--- src/rtl/ring_pkg.sv ---
// Shared definitions for the ring oscillator measurement scheduler:
// FSM state encoding and the helpers that size the internal counters.
package ring_pkg;

    // Measurement sequencer states, one ring at a time.
    typedef enum logic [2:0] {
        IDLE,
        SETTLE,
        SNAP0,
        WINDOW,
        SNAP1,
        REPORT,
        NEXT
    } ring_state_t;

    // Larger of two integers, used to size the shared settle/window timer.
    function automatic int ring_max(input int a, input int b);
        return (a > b) ? a : b;
    endfunction

    // Bits needed to index n items, never less than one so that a
    // single-ring build still has a legal ring id port.
    function automatic int ring_idx_w(input int n);
        return (n <= 2) ? 1 : $clog2(n);
    endfunction

    // Width of the down-counter that times both SETTLE and WINDOW. It is
    // loaded with (cycles - 1), so $clog2 of the larger length suffices.
    function automatic int ring_timer_w(input int settle, input int window);
        return ring_idx_w(ring_max(settle, window));
    endfunction

endpackage

--- src/rtl/ring_sched_if.sv ---
// Control, ring-select and result handshake bundle of ring_sched.
// Signal names are written from the scheduler's point of view.
interface ring_sched_if
    import ring_pkg::*;
#(
    parameter int pRINGS = 4,
    parameter int pCNT_W = 16
) ();

    localparam int cIdW = ring_idx_w(pRINGS);

    logic              i_start;
    logic              i_abort;
    logic [pRINGS-1:0] i_mask;
    logic [pCNT_W-1:0] i_gray;
    logic              i_ready;
    logic [pRINGS-1:0] o_sel;
    logic              o_busy;
    logic              o_valid;
    logic [cIdW-1:0]   o_ring_id;
    logic [pCNT_W-1:0] o_count;
    logic              o_done;

    // Scheduler side.
    modport slave (
        input  i_start, i_abort, i_mask, i_gray, i_ready,
        output o_sel, o_busy, o_valid, o_ring_id, o_count, o_done
    );

    // Controller / result consumer side.
    modport master (
        output i_start, i_abort, i_mask, i_gray, i_ready,
        input  o_sel, o_busy, o_valid, o_ring_id, o_count, o_done
    );

endinterface

--- src/rtl/ring_sched_gray2bin.sv ---
// Combinational Gray-to-binary converter. Binary bit i is the XOR of all
// Gray bits from i upward, computed here as a reduction of a shifted copy.
module gray2bin #(
    parameter int pW = 16
) (
    input  logic [pW-1:0] i_gray,
    output logic [pW-1:0] o_bin
);

    // Each output bit folds every Gray bit at or above its own position.
    always_comb begin
        o_bin = '0;
        for (int i = 0; i < pW; i++) begin
            o_bin[i] = ^(i_gray >> i);
        end
    end

endmodule

--- src/rtl/ring_sched.sv ---
// Ring oscillator measurement scheduler. Walks the rings selected by a
// mask, enables each in turn, lets it settle, takes two snapshots of its
// Gray-coded edge counter a fixed window apart and reports the difference
// over a valid/ready handshake. A done pulse closes every sweep, including
// aborted and empty ones.
module ring_sched
    import ring_pkg::*;
#(
    parameter int pRINGS  = 4,
    parameter int pCNT_W  = 16,
    parameter int pSETTLE = 16,
    parameter int pWINDOW = 256
) (
    input  logic          i_clk,
    input  logic          i_rst,
    ring_sched_if.slave   bus
);

    localparam int cIdW  = ring_idx_w(pRINGS);
    localparam int cTmrW = ring_timer_w(pSETTLE, pWINDOW);

    // The timer counts down to zero, so a phase of N cycles loads N-1.
    localparam logic [cTmrW-1:0] cSettleLoad = cTmrW'(pSETTLE - 1);
    localparam logic [cTmrW-1:0] cWindowLoad = cTmrW'(pWINDOW - 1);

    ring_state_t       r_state;
    logic [pRINGS-1:0] r_pending;
    logic [pRINGS-1:0] r_sel;
    logic [cIdW-1:0]   r_cur;
    logic [cTmrW-1:0]  r_timer;
    logic [pCNT_W-1:0] r_c0;
    logic [pCNT_W-1:0] r_c1;
    logic [pCNT_W-1:0] r_count;
    logic [cIdW-1:0]   r_ring_id;
    logic              r_busy;
    logic              r_valid;
    logic              r_done;

    logic              w_any;
    logic [cIdW-1:0]   w_idx;
    logic [pRINGS-1:0] w_onehot;
    logic [pCNT_W-1:0] w_bin;

    // One converter serves both snapshots; the FSM decides which register
    // captures its output.
    gray2bin #(
        .pW (pCNT_W)
    ) u_gray2bin (
        .i_gray (bus.i_gray),
        .o_bin  (w_bin)
    );

    // Lowest-index pending ring, as an index and as a one-hot enable.
    always_comb begin
        w_any    = 1'b0;
        w_idx    = '0;
        w_onehot = '0;
        for (int i = 0; i < pRINGS; i++) begin
            if (r_pending[i] && !w_any) begin
                w_any       = 1'b1;
                w_idx       = cIdW'(i);
                w_onehot[i] = 1'b1;
            end
        end
    end

    // Sweep sequencer with registered outputs. Abort overrides every
    // non-idle state, including a REPORT that is being accepted. The end
    // snapshot is latched as WINDOW closes so the two samples are exactly
    // pWINDOW cycles apart; SNAP1 then forms the wrapped difference.
    always_ff @(posedge i_clk or posedge i_rst) begin
        if (i_rst) begin
            r_state   <= IDLE;
            r_pending <= '0;
            r_sel     <= '0;
            r_cur     <= '0;
            r_timer   <= '0;
            r_c0      <= '0;
            r_c1      <= '0;
            r_count   <= '0;
            r_ring_id <= '0;
            r_busy    <= 1'b0;
            r_valid   <= 1'b0;
            r_done    <= 1'b0;
        end else begin
            r_done <= 1'b0;
            if (r_state != IDLE && bus.i_abort) begin
                r_state   <= IDLE;
                r_pending <= '0;
                r_sel     <= '0;
                r_timer   <= '0;
                r_busy    <= 1'b0;
                r_valid   <= 1'b0;
                r_done    <= 1'b1;
            end else begin
                case (r_state)
                    IDLE: begin
                        if (bus.i_start) begin
                            r_pending <= bus.i_mask;
                            r_busy    <= 1'b1;
                            r_state   <= NEXT;
                        end
                    end
                    NEXT: begin
                        if (w_any) begin
                            r_sel     <= w_onehot;
                            r_cur     <= w_idx;
                            r_pending <= r_pending & ~w_onehot;
                            r_timer   <= cSettleLoad;
                            r_state   <= SETTLE;
                        end else begin
                            r_sel   <= '0;
                            r_busy  <= 1'b0;
                            r_done  <= 1'b1;
                            r_state <= IDLE;
                        end
                    end
                    SETTLE: begin
                        if (r_timer == '0) begin
                            r_state <= SNAP0;
                        end else begin
                            r_timer <= r_timer - 1'b1;
                        end
                    end
                    SNAP0: begin
                        r_c0    <= w_bin;
                        r_timer <= cWindowLoad;
                        r_state <= WINDOW;
                    end
                    WINDOW: begin
                        if (r_timer == '0) begin
                            r_c1    <= w_bin;
                            r_state <= SNAP1;
                        end else begin
                            r_timer <= r_timer - 1'b1;
                        end
                    end
                    SNAP1: begin
                        r_count   <= r_c1 - r_c0;
                        r_ring_id <= r_cur;
                        r_valid   <= 1'b1;
                        r_state   <= REPORT;
                    end
                    REPORT: begin
                        if (bus.i_ready) begin
                            r_valid <= 1'b0;
                            r_sel   <= '0;
                            r_state <= NEXT;
                        end
                    end
                    default: begin
                        r_state <= IDLE;
                    end
                endcase
            end
        end
    end

    assign bus.o_sel     = r_sel;
    assign bus.o_busy    = r_busy;
    assign bus.o_valid   = r_valid;
    assign bus.o_ring_id = r_ring_id;
    assign bus.o_count   = r_count;
    assign bus.o_done    = r_done;

endmodule
--- src/flat_wrapper.sv ---
// flat-port wrapper written by rule: the top's interface ports become plain ports
module ring_sched_flat import ring_pkg::*;
#(
    parameter int pRINGS  = 4,
    parameter int pCNT_W  = 16,
    parameter int pSETTLE = 16,
    parameter int pWINDOW = 256
)
  (i_clk, i_rst, bus_i_start, bus_i_abort, bus_i_mask, bus_i_gray, bus_i_ready, bus_o_sel, bus_o_busy, bus_o_valid, bus_o_ring_id, bus_o_count, bus_o_done);
  ring_sched_if #(.pRINGS(pRINGS), .pCNT_W(pCNT_W)) bus_i ();
  input  logic i_clk;
  input  logic i_rst;
  input wire logic [$bits(bus_i.i_start)-1:0] bus_i_start;
  input wire logic [$bits(bus_i.i_abort)-1:0] bus_i_abort;
  input wire logic [$bits(bus_i.i_mask)-1:0] bus_i_mask;
  input wire logic [$bits(bus_i.i_gray)-1:0] bus_i_gray;
  input wire logic [$bits(bus_i.i_ready)-1:0] bus_i_ready;
  output wire logic [$bits(bus_i.o_sel)-1:0] bus_o_sel;
  output wire logic [$bits(bus_i.o_busy)-1:0] bus_o_busy;
  output wire logic [$bits(bus_i.o_valid)-1:0] bus_o_valid;
  output wire logic [$bits(bus_i.o_ring_id)-1:0] bus_o_ring_id;
  output wire logic [$bits(bus_i.o_count)-1:0] bus_o_count;
  output wire logic [$bits(bus_i.o_done)-1:0] bus_o_done;
  assign bus_i.i_start = bus_i_start;
  assign bus_i.i_abort = bus_i_abort;
  assign bus_i.i_mask = bus_i_mask;
  assign bus_i.i_gray = bus_i_gray;
  assign bus_i.i_ready = bus_i_ready;
  assign bus_o_sel = bus_i.o_sel;
  assign bus_o_busy = bus_i.o_busy;
  assign bus_o_valid = bus_i.o_valid;
  assign bus_o_ring_id = bus_i.o_ring_id;
  assign bus_o_count = bus_i.o_count;
  assign bus_o_done = bus_i.o_done;
  ring_sched #(.pRINGS(pRINGS), .pCNT_W(pCNT_W), .pSETTLE(pSETTLE), .pWINDOW(pWINDOW)) u_core (.i_clk(i_clk), .i_rst(i_rst), .bus(bus_i));
endmodule
--- config.mk ---
export PLATFORM = sky130hd
export DESIGN_NAME = ring_sched_flat
export DESIGN_NICKNAME = d
export VERILOG_FILES = /design/src/rtl/ring_pkg.sv /design/src/rtl/ring_sched_if.sv /design/src/rtl/ring_sched_gray2bin.sv /design/src/rtl/ring_sched.sv /design/src/flat_wrapper.sv
export SDC_FILE = /design/constraint.sdc
export NUM_CORES = 1
export LEC_CHECK = 0
export CAP_MARGIN = 10
export CORE_ASPECT_RATIO = 0.5
export CORE_MARGIN = 1.5
export CORE_UTILIZATION = 25
export DETAILED_ROUTE_END_ITERATION = 10
export PLACE_DENSITY = 0.45
export SLEW_MARGIN = 15
export SYNTH_ARGS = -nofsm -noshare
export SYNTH_HDL_FRONTEND = slang
export SYNTH_SLANG_ARGS = --single-unit
--- constraint.sdc ---
create_clock -name i_clk -period 4.6 [get_ports i_clk]
set_input_delay 1.38 -clock i_clk [delete_from_list [all_inputs] [get_ports i_clk]]
set_output_delay 1.38 -clock i_clk [all_outputs]
set_load 0.05 [all_outputs]
==> PnR_summary.wiki <==
{| class="wikitable"
! Metric !! Value
|-
| I/O pin count || 50
|-
| Cells taking the most area after synthesis || dfrtp_1 45%, o21ai_0 8.2%, nand2_1 7.1%
|-
| Relative slew margins || 38.1%
|-
| Run status || completed
|-
| Max-Cap Viols || 0
|-
| Logic depth of the worst register-to-register path || 10
|-
| CTS root buffer || clkbuf_16
|-
| Quantity of hold-fixing buffers added after cts || 0
|-
| Share of synthesized cell area in full adder, half adder and majority cells || 5.38%
|-
| Die Outline Area || 17200 um^2
|-
| Switching share of power || 43.9%
|-
| Placed standard-cell area || 4860 um^2
|-
| CP required || 4.78 ns
|-
| Synth-to-layout area growth || 25.8%
|-
| Sequential element share of the synthesized area || 45.2%
|-
| # port buffers || 49
|-
| NumNets Final || 544
|-
| Core outline area || 15700 um^2
|-
| Element type at the critical path end || flip-flop
|-
| Area leader, netlist || dfrtp_1
|-
| Worst hold-check path type || flip-flop to flip-flop
|-
| Wire length of the first global-routing pass || 16100 um
|-
| Maximum vdd ir drop || 0.186 mV
|-
| Power per unit of standard cell area || 673 nW/um^2
|-
| Vias in the first global route || 3108
|-
| Compound-Gate Fraction of Synth Area || 17.8%
|-
| Number of max-slew violations in the final report || 0
|-
| Die span in x || 184 um
|-
| Worst skew pair latency || 0.33 ns
|-
| Die Y-Extent || 93.5 um
|-
| DR vias || 3195
|-
| Final weighted congestion of routability-driven global placement || 0.763
|-
| Total standard cell area after synthesis || 4100 um^2
|-
| Worst reg2reg path endpoint || u_core.r_c1[10]
|-
| Clock transition at the register clock pins on the worst setup and hold paths after CTS || 0.06 ns
|-
| Crit Path Class || primary input to flip-flop
|-
| Start point of the worst hold path || u_core.r_c0[11]
|-
| EDFF count, synth || 0
|-
| Final critical-path setup slack || 0.778 ns
|-
| Final worst path period share || 83.1%
|-
| Iter 0 DRT Violations || 179
|-
| Remaining antenna violation count after routing || 0
|-
| Xor-xnor portion of the synthesized cell area || 8.71%
|-
| Final routed wire length divided by cell count || 13.2 um
|-
| Startpoint of the worst register-to-register path || u_core.r_timer[0]
|-
| Buffers inserted by post-CTS timing repair || 0
|-
| Share of total power in sequential cells || 31.8%
|-
| Share of the synthesized area in the top cell type || 45.2%
|-
| Unique masters post-synth || 49
|-
| Comb power frac || 47.7%
|-
| Number of instances in the synthesized netlist || 455
|-
| Fraction of the mapped netlist area in simple logic gates || 17.3%
|-
| Wire length after detailed routing || 9640 um
|-
| Hold endpoint || u_core.r_c0[11]
|-
| Internal power summed over all cells || 1.95 mW
|-
| Pin count of the biggest net entering global routing || 40
|-
| Largest family of logic cells by synthesized area || compound AO/OA/AOI/OAI gates
|-
| Endpoints failing hold || 0
|-
| Leak Pwr || 2.25 nW
|-
| Number of antenna violations at the first check in global routing || 0
|-
| Synth Net Count || 497
|-
| Placed wire-length estimate || 7120 um
|-
| Post-route cell area || 5150 um^2
|-
| Final setup TNS || 0 ns
|-
| Remaining global-route overflow || 0
|-
| Yosys warnings || 0
|-
| Post-synth ARST share || 100%
|-
| Via density || 4.39
|-
| Mean instance size in the synthesized netlist || 9.00 um^2
|-
| Number of buffers added by the clock tree synthesis step || 9
|-
| Detailed Routing Iterations Pass 1 || 4
|-
| TritonCTS clock tree || built
|-
| Reported net switching power || 1.52 mW
|-
| Period minus WS final || 3.82 ns
|-
| GRT Overall Usage || 12.2%
|-
| Clock network fraction of design power || 20.6%
|-
| Standard-cell rows || 32
|-
| Type of element launching the critical path || primary input
|-
| Fill cell total of the finished layout || 1679
|-
| Worst-path maximum fanout || 4
|-
| Multiplexer area fraction after synthesis || 1.31%
|-
| Residual DRC count || 0
|-
| Most common cell after layout, fill and taps aside || nand2_1
|-
| #FFs+latches synth || 74
|-
| Maximum operating frequency || 0.262 GHz
|-
| Final Setup Violations || 0
|-
| Skew final || 0.0102 ns
|-
| Count of cells along the worst hold path || 2
|-
| Ant. Diodes || 0
|-
| RSZ-0062 raised after global routing || false
|-
| Fraction of layout cells with a size suffix above 1 || 6.90%
|-
| Reg-to-reg slack, setup || 1.62 ns
|-
| Dominant register cell in the synthesized netlist || dfrtp_1
|-
| Worst slew pin tran || 0.928 ns
|-
| Arrival time of data at the critical path endpoint || 4.00 ns
|-
| Count of instances resized after the clock tree is built || 0
|-
| Most frequent cells in the layout || 78 x nand2_1, 74 x dfrtp_1, 67 x o21ai_0
|-
| Setup slack at placement || 0.421 ns
|-
| Number of sinks on the clock net || 74
|-
| Maximum clock path buffer count || 2
|-
| Starting utilization of the core area || 26.1%
|-
| Number of H-tree branching levels || 3
|}
## registers in the layout, indices dropped and copies added (netlist names), 2 cells and up
| name | flops |
|---|---|
| u_core.bus.o_count | 16 |
| u_core.r_c0 | 16 |
| u_core.r_c1 | 16 |
| u_core.r_timer | 8 |
| u_core.bus.o_sel | 4 |
| u_core.r_pending | 4 |
| u_core.r_state | 3 |
| u_core.bus.o_ring_id | 2 |
| u_core.r_cur | 2 |
## kinds of logic after synthesis
group | Yosys count
AND/OR/NAND/NOR | 158
adder cells (fa/ha/maj) | 17
AO/OA/AOI/OAI | 124
multiplexers | 5
buffers and inverters | 47
flip-flops | 74
XOR/XNOR | 30
## power by group through the flow
stage	registers [mW]	clock network [mW]	logic, mW
detailed placement	1.12	0	1.67
floorplan	1.34	0	0.958
global route	1.15	0.763	1.85
CTS	1.11	0.737	1.68
global placement	1.12	0	1.66
finish	1.10	0.714	1.65
## area by class of cell
| cell class | instances | area (um^2) | area share [%] |
|---|---|---|---|
| Tap cell | 221 | 277 | 5.37 |
| Clock inverter | 4 | 51.3 | 0.995 |
| Sequential cell | 74 | 1850 | 35.9 |
| Timing Repair Buffer | 57 | 563 | 10.9 |
| Inverter | 26 | 97.6 | 1.89 |
| Multi-Input combinational cell | 334 | 2070 | 40.1 |
| Clock buffer | 12 | 246 | 4.78 |
## cells in the mapped netlist, types with 2 or more instances
cell / number
dfrtp_1: 74
nand2b_1: 3
nor3_1: 13
xor2_1: 10
nand3_1: 11
nand4_1: 4
o31ai_1: 3
a21boi_0: 2
xnor2_1: 13
a21oi_1: 18
xnor2_2: 2
or4_1: 2
nor3b_1: 3
nor2b_1: 7
and3_1: 3
o21a_1: 3
nor4_1: 2
clkbuf_1: 21
mux2_2: 3
a21o_1: 6
or3_1: 3
o211ai_1: 2
inv_1: 26
a32o_1: 3
a221oi_1: 2
xor2_4: 2
a31oi_1: 2
o21ai_0: 67
nand2_1: 78
ha_1: 16
o22ai_1: 3
a211oi_1: 4
o21ai_1: 2
mux2i_1: 2
nor2_1: 26
## worst max-delay path by stage
stage,startpoint,to,cells past startpoint
after floorplan,bus_i_gray[15],u_core.r_c1[0],9
after global placement,bus_i_gray[15],u_core.r_c0[0],10
after detailed placement,bus_i_gray[15],u_core.r_c0[0],10
after CTS,bus_i_gray[15],u_core.r_c0[0],10
after global routing,bus_i_gray[15],u_core.r_c0[0],10
final,bus_i_gray[15],u_core.r_c0[0],10
## routing by layer
metal	wire, um	up-vias	global-route usage [%]
li1	-	1667	-
met2	4160	31	18.6
met4	55	0	3.89
met5	0	-	0
met1	5140	1493	16.8
met3	289	4	3.08
## critical path: stages
cell and delay (ns):
clkdlybuf4s50_1 0.53, xnor3_2 0.49, xor2_2 0.33, xnor2_4 0.20
xor2_4 0.24, xor2_4 0.23, xnor2_2 0.18, xnor2_2 0.17
xnor2_1 0.17, o21ai_1 0.08
## metrics by stage
step	hold slack [ns]	power [mW]	instances	util, %
floorplan	0.439	2.30	455	-
global placement	0.463	2.78	712	30.9
detailed placement	0.470	2.79	712	30.9
CTS	0.484	3.52	728	32.8
global route	0.503	3.76	728	32.8
finish	0.476	3.47	728	32.8
Power figures use the tool's default switching activity.
